`src/rtl/lcd_bus_decoder.sv`:
```
// Passive HD44780-style LCD bus receiver keeping a 32-character display shadow.
// Define LCD_DEC_SYNC_EN to put a 2-flop synchronizer on every bus input.
//   state    | meaning
//   ST_IDLE  | decode bus writes into cursor/shadow/command outputs
//   ST_CLEAR | fill shadow with spaces, one entry per cycle, bus dropped
module lcd_bus_decoder (
  input  logic       iCLK,
  input  logic       iRST,
  input  logic       LCD_RS,
  input  logic       LCD_E,
  input  logic       LCD_RW,
  input  logic [7:0] LCD_DATA,
  input  logic [4:0] rd_addr,
  output logic [7:0] rd_data,
  output logic [4:0] cursor,
  output logic       char_valid,
  output logic       cmd_valid,
  output logic [7:0] cmd_code,
  output logic       busy,
  output logic       ovr
);
  localparam logic [0:0] ST_IDLE  = 1'b0;
  localparam logic [0:0] ST_CLEAR = 1'b1;
  localparam logic [7:0] CH_SPACE = 8'h20;

  // Bus bundle layout: {E, RW, RS, DATA}
  logic [10:0] w_bus;
  logic [10:0] w_stage;
  logic [10:0] r_in;
  logic        r_e_hist;
  logic        w_xact;
  logic        w_rs;
  logic [7:0]  w_d;

  assign w_bus = {LCD_E, LCD_RW, LCD_RS, LCD_DATA};

`ifdef LCD_DEC_SYNC_EN
  logic [10:0] r_meta;
  logic [10:0] r_sync;

  always_ff @(posedge iCLK or posedge iRST) begin
    if (iRST) begin
      r_meta <= '0;
      r_sync <= '0;
    end else begin
      r_meta <= w_bus;
      r_sync <= r_meta;
    end
  end
  assign w_stage = r_sync;
`else
  assign w_stage = w_bus;
`endif

  always_ff @(posedge iCLK or posedge iRST) begin
    if (iRST) begin
      r_in     <= '0;
      r_e_hist <= 1'b0;
    end else begin
      r_in     <= w_stage;
      r_e_hist <= r_in[10];
    end
  end

  assign w_xact = r_e_hist & ~r_in[10] & ~r_in[9];
  assign w_rs   = r_in[8];
  assign w_d    = r_in[7:0];

  logic [0:0] r_state;
  logic [4:0] r_clr_idx;
  logic [4:0] r_cursor;
  logic       r_inc;
  logic       r_ovr;
  logic [7:0] r_cmd_code;
  logic       r_char_valid;
  logic       r_cmd_valid;

  always_ff @(posedge iCLK or posedge iRST) begin
    if (iRST) begin
      r_state      <= ST_IDLE;
      r_clr_idx    <= '0;
      r_cursor     <= '0;
      r_inc        <= 1'b1;
      r_ovr        <= 1'b0;
      r_cmd_code   <= 8'h00;
      r_char_valid <= 1'b0;
      r_cmd_valid  <= 1'b0;
    end else begin
      r_char_valid <= 1'b0;
      r_cmd_valid  <= 1'b0;
      case (r_state)
        ST_IDLE: begin
          if (w_xact && w_rs) begin
            r_char_valid <= 1'b1;
            r_cursor     <= r_inc ? r_cursor + 5'd1 : r_cursor - 5'd1;
          end else if (w_xact) begin
            r_cmd_valid <= 1'b1;
            r_cmd_code  <= w_d;
            if (w_d == 8'h01) begin
              r_cursor  <= '0;
              r_inc     <= 1'b1;
              r_clr_idx <= '0;
              r_state   <= ST_CLEAR;
            end else if (w_d[7:1] == 7'b0000001) begin
              r_cursor <= '0;
            end else if (w_d[7:2] == 6'b000001) begin
              r_inc <= w_d[1];
            end else if (w_d[7]) begin
              // Only 0x00-0x0F (line 1) and 0x40-0x4F (line 2) map onto the shadow
              if (w_d[6:4] == 3'b000)
                r_cursor <= {1'b0, w_d[3:0]};
              else if (w_d[6:4] == 3'b100)
                r_cursor <= {1'b1, w_d[3:0]};
              else
                r_ovr <= 1'b1;
            end
          end
        end
        default: begin
          if (w_xact)
            r_ovr <= 1'b1;
          r_clr_idx <= r_clr_idx + 5'd1;
          if (r_clr_idx == 5'd31)
            r_state <= ST_IDLE;
        end
      endcase
    end
  end

  logic       w_we;
  logic [4:0] w_wr_idx;
  logic [7:0] w_wr_data;

  always_comb begin
    w_we      = 1'b0;
    w_wr_idx  = r_cursor;
    w_wr_data = w_d;
    if (r_state == ST_CLEAR) begin
      w_we      = 1'b1;
      w_wr_idx  = r_clr_idx;
      w_wr_data = CH_SPACE;
    end else if (w_xact && w_rs) begin
      w_we = 1'b1;
    end
  end

  logic [7:0] r_shadow [32];
  logic [7:0] r_rd_data;

  always_ff @(posedge iCLK or posedge iRST) begin
    if (iRST) begin
      for (int i = 0; i < 32; i++)
        r_shadow[i] <= CH_SPACE;
      r_rd_data <= 8'h00;
    end else begin
      if (w_we)
        r_shadow[w_wr_idx] <= w_wr_data;
      r_rd_data <= r_shadow[rd_addr];
    end
  end

  assign rd_data    = r_rd_data;
  assign cursor     = r_cursor;
  assign char_valid = r_char_valid;
  assign cmd_valid  = r_cmd_valid;
  assign cmd_code   = r_cmd_code;
  assign busy       = (r_state == ST_CLEAR);
  assign ovr        = r_ovr;
endmodule

```
`config.mk`:
```
export PLATFORM = sky130hd
export DESIGN_NAME = lcd_bus_decoder
export DESIGN_NICKNAME = d
export VERILOG_FILES = /design/src/rtl/lcd_bus_decoder.sv
export SDC_FILE = /design/constraint.sdc
export NUM_CORES = 1
export LEC_CHECK = 0
export BUFFER_PORTS_ARGS = -buffer_cell sky130_fd_sc_hd__buf_2
export CAP_MARGIN = 10
export CORE_ASPECT_RATIO = 0.8
export CORE_UTILIZATION = 62
export DETAILED_ROUTE_END_ITERATION = 16
export GPL_TIMING_DRIVEN = 0
export PLACE_DENSITY = 0.77
export SKIP_LAST_GASP = 1
export SYNTH_ARGS = -nofsm -noshare
export SYNTH_HDL_FRONTEND = slang
export SYNTH_SLANG_ARGS = --single-unit
```
`constraint.sdc`:
```
create_clock -name iCLK -period 12.4 [get_ports iCLK]
set_clock_uncertainty 0.05 [all_clocks]
set_input_delay 1.86 -clock iCLK [delete_from_list [all_inputs] [get_ports iCLK]]
set_output_delay 1.86 -clock iCLK [all_outputs]
set_load 0.01 [all_outputs]
```
After elaboration in Yosys (flattened, before gate mapping):

Cells that the tools add are included.

* register bits after elaboration: 299
* bits in latches: 0
* RAM bits: 0
* memory bits (read-only): 0
* input port bits: 18
* output and inout port bits: 25
* logic and storage cells: 131
* memories: 0

* $add $sub $neg: 3
* multiply operators: 0
* div/mod/pow operators: 0
* magnitude comparators: 3
* equality and inequality tests: 14
* shift operators: 0
* muxes and demuxes: 45
* bitwise operators: 8
* reductions and logical operators: 15

Operator list (count)
* bitwise mux 256 bit: 1
* two-way mux 5 bit: 14
* binary-select mux 8 bit (select 5 bit): 1
* demux 8 bit (select 5 bit): 1
* two-way mux 8 bit: 4
* two-way mux 1 bit: 24
* inequality test 2 bit (second input constant): 8
* >= comparator 6 bit (second input constant): 2
* inverter 5 -> 6 bit: 2
* adder 5 x 1 -> 5 bit (second input constant): 2
* AND reduction 5 bit: 2
* nonzero test 2 bit: 5
* AND reduction 9 bit: 1
* == test 8 x 1 -> 1 bit (second input constant): 1
* == test 7 x 1 -> 1 bit (second input constant): 1
* == test 6 x 1 -> 1 bit (second input constant): 1
* less-than comparator 6 x 1 -> 1 bit (second input constant): 1
* AND reduction 3 bit: 2
* == test 5 bit (second input constant): 1
* nonzero test 5 bit: 1
* subtractor 5 x 1 -> 5 bit (second input constant): 1
* inequality test 4 x 3 -> 1 bit (second input constant): 1
* inverter 1 bit: 4
* nonzero test 4 bit: 1
* 4 further kinds: 6

Depth between registers and ports, before layout:

* depth in word-level cells: 10
* mapped depth: 8
* gate-level depth less buffers: 7

Least setup slack after synthesis:

Ideal clock, no wire load.

* path kind: in2reg
* start point: input rd_addr[1]
* end point: register r_rd_data[0], in the netlist rd_data[0]
* setup time: 0.125 ns
* data arrival time: 3.830 ns
* required time: 12.225 ns
* setup slack: 8.395 ns
* cell stages on the path: 5
* path buffers: 2
* cell sequence: buf_2 > buf_1 > mux4_2 > mux4_2 > mux2_2

* longest elaborated chain between the ends: 4

Ends and longest elaborated chain
* from (decl): line 13 `input logic [4:0] rd_addr,`
* inverter 5 -> 6 bit (implied by the code): line 158 `r_rd_data <= r_shadow[rd_addr];`
* binary-select mux 8 bit (select 5 bit): line 158
* two-way mux 8 bit (implied by the code) (2 in a row): line 158
* to (signal assigned): line 158
* to (decl): line 148 `logic [7:0] r_rd_data;`

Every way passes these cells. The select of a mux whose other input is x is not followed.
A chain may end at the register's enable or synchronous reset.

Worst setup path after layout:

* start point: input rd_addr[2]
* end point: register r_rd_data[4], in the netlist rd_data[4]

The elaborated chain is that of the path after synthesis.

==> metrics <==
LEAKAGE between 0.007 and 0.008 µW; core box area about 0.022 mm²; largest fanout on the critical path 10; CTS max path bufs 3; synth top area cells dfrtp_1 (49%), mux2_2 (20%), mux4_2 (13%); maximum clock rate roughly 240 MHz; top post-synthesis cells by count dfrtp_1 (266), mux2_2 (242), mux4_2 (80), clkbuf_1 (43), dfstp_2 (33); worst r2r dst r_shadow[60]$_DFFE_PP0P_; initial DRC count 685; Reg2Reg Depth 5; Critical Path Source Type input port; Worst R2R Setup Slack between 9 and 10 ns; setup violators final 0; I/O pin total 43; clock insertion delay at the later pin of the skew report about 0.55 ns; total power roughly 2400 µW; ratio of cells with drive above 1 in the final layout between 40% and 50%; Via-to-Cell Ratio about 6.3; Worst Tran Pin Value about 1.0 ns; Max Cap Viol 0; Critical Path AT approximately 4.5 ns; first-pass GRT wire length roughly 49 mm; placed cell area around 0.014 mm²; post-route ant nets 0; worst setup path startpoint rd_addr[2]; Net Count, Synth a little over 900; pin count of the biggest net entering global routing 134; Filler Cells Inserted 1,440; Area Growth Syn to Fin 11.6%; Post-synth ARST share 100%; Max Slew Vio Count 0; WL final around 32 mm; Remaining Overflow, GRT 0; main flop type after synthesis dfrtp_1; CTS Hold Bufs 0; critical path depth 5; PnR worst setup slack 8.23 ns; post-synth top area share approximately half; CP Capture Type register; status finished, final reports clean; TritonCTS Buffers 29; Final Util a little over two thirds; FP Rows 48; Die W ~170 µm; slowest CP cell clkbuf_1; WP data required 12.78 ns; Final Cell Area 0.0152 mm²; input/output buffers 37; post-CTS setup buffer count 0; Seq/Total Area, Yosys about 55%; Seq cells post-synth about 300; critical path cell sequence clkbuf_1 -> clkbuf_1 -> mux4_2 -> mux4_2 -> mux2_2; # DRC 0; Avg Inst Size Synth approximately 15 µm²; GPL Wtd Cong 0.886; area leader, netlist dfrtp_1; cts repair resizes 0; cell with the most instances after synthesis dfrtp_1; WHS approximately 0.4 ns; Max IR drop VDD approximately 0.14 mV; clk sinks between 200 and 300; Unique masters post-synth 50; pre-CTS setup slack approximately 7.8 ns; post-synthesis cell area between 0.01 and 0.015 mm²; DP HPWL 22.0 mm; Mapped Cells about 900; Detailed Routing Iterations Pass 1 4; fin crit period between 4 and 5 ns; Max stage delay on crit path between 0.8 and 0.9 ns; Top delay family on crit path buffers and inverters; critical path class in -> reg; Die Y 135 µm; vias in the first global route a little over 8,000; H-tree Lvls 1; Ys Warns 0; CTS root buf clkbuf_16; Max-slew headroom between 30% and 40%; Power Density 161 mW/mm²; crit path buf inv count 2; Via Count approximately 8,000; # diodes 0; Nets just under 1,000; Hold WC Path Type reg -> reg; Post-synth EDFFs 0; RSZ-0062 raised after global routing no; initial antenna violation count 2; CTS tree done; Worst-path clk slew roughly 0.07 ns; final hold vios 0; launch point of the worst reg-to-reg path busy$_DFF_PP0_; Avg WL per Cell 25.1 µm; crit path to rd_data[4]$_DFF_PP0_; final period utilization between 30% and 40%; die area 0.0225 mm²; Initial Utilization between 60% and 70%; gr usage total between 20 and 30%
cells by family after synthesis:
group	synth area share (%)
AO/OA/AOI/OAI	3.21
XOR/XNOR	0.322
adder cells (fa/ha/maj)	0.607
buffers and inverters	2.14
flip-flops	55.3
multiplexers	33.4
AND/OR/NAND/NOR	5.02
cell type report:
cell class,count,area (µm²),area share [%]
sequential,299,7520,49.5
inverter,7,33.8,0.222
buffer,64,265,1.75
timing repair buffer,40,248,1.63
clock buffer,38,779,5.13
tap,275,344,2.26
multi-input combinational,519,5790,38.1
clock inverter,16,206,1.36
stage by stage:
stage,TNS [ns],instances
2_1_floorplan,0,889
3_3_place_gp,-222.58,1201
3_5_place_dp,0,1203
4_1_cts,0,1257
5_1_grt,0,1258
6_report,0,1258
sequential cells by signal (all words and copies together), names as in the netlist:
name        count
r_e_hist        1
cmd_valid       1
r_clr_idx       5
cmd_code        8
busy            1
rd_data         8
r_shadow      256
char_valid      1
ovr             1
r_in           11
cursor          5
r_inc           1
worst reg2reg max path, stage by stage, from the launching register on:
cell      delay [ns]
dfrtp_1         0.37
buf_6           0.14
clkbuf_1        0.41
mux2i_1         0.88
nand3_2         0.51
mux2_2          0.42
worst min path at each step:
stage | start | endpoint | cells after the start
after global placement | r_in[10]$_DFF_PP0_ | r_e_hist$_DFF_PP0_ | 0
after floorplan | r_in[10]$_DFF_PP0_ | r_e_hist$_DFF_PP0_ | 0
after global routing | r_in[10]$_DFF_PP0_ | r_e_hist$_DFF_PP0_ | 0
after CTS | r_in[10]$_DFF_PP0_ | r_e_hist$_DFF_PP0_ | 0
after detailed placement | r_in[10]$_DFF_PP0_ | r_e_hist$_DFF_PP0_ | 0
final | r_in[10]$_DFF_PP0_ | r_e_hist$_DFF_PP0_ | 0
metal layers:
| metal | GRT usage [%] | vias to the layer above | share of wire (%) |
|---|---|---|---|
| met3 | 6.62 | 48 | 6.6 |
| li1 | - | 3460 | - |
| met1 | 45.0 | 4241 | 46 |
| met5 | 0 | - | 0 |
| met4 | 6.93 | 0 | 2.1 |
| met2 | 43.8 | 212 | 45 |
cells in the final DEF, fill, tap and decap left out, types with 7 or more instances in the layout:
master / synthesis / final
nand3_2: 16 / 16
dfstp_2: 33 / 33
o21ai_0: 22 / 22
and3_1: 11 / 11
nand2_1: 30 / 30
nor2_1: 22 / 22
dfrtp_1: 266 / 266
buf_2: 14 / 51
a31oi_1: 7 / 7
nand3_1: 10 / 10
clkbuf_1: 43 / 50
clkbuf_16: 0 / 29
a21oi_1: 15 / 15
mux4_2: 80 / 80
nor2b_1: 10 / 10
mux2_2: 242 / 242
where the power goes:
group,internal (µW),total (µW),switching [µW]
Clock,529,910,381
Sequential,1110,1180,69.2
Combinational,180,352,172
(Power assumes the default switching activity.)
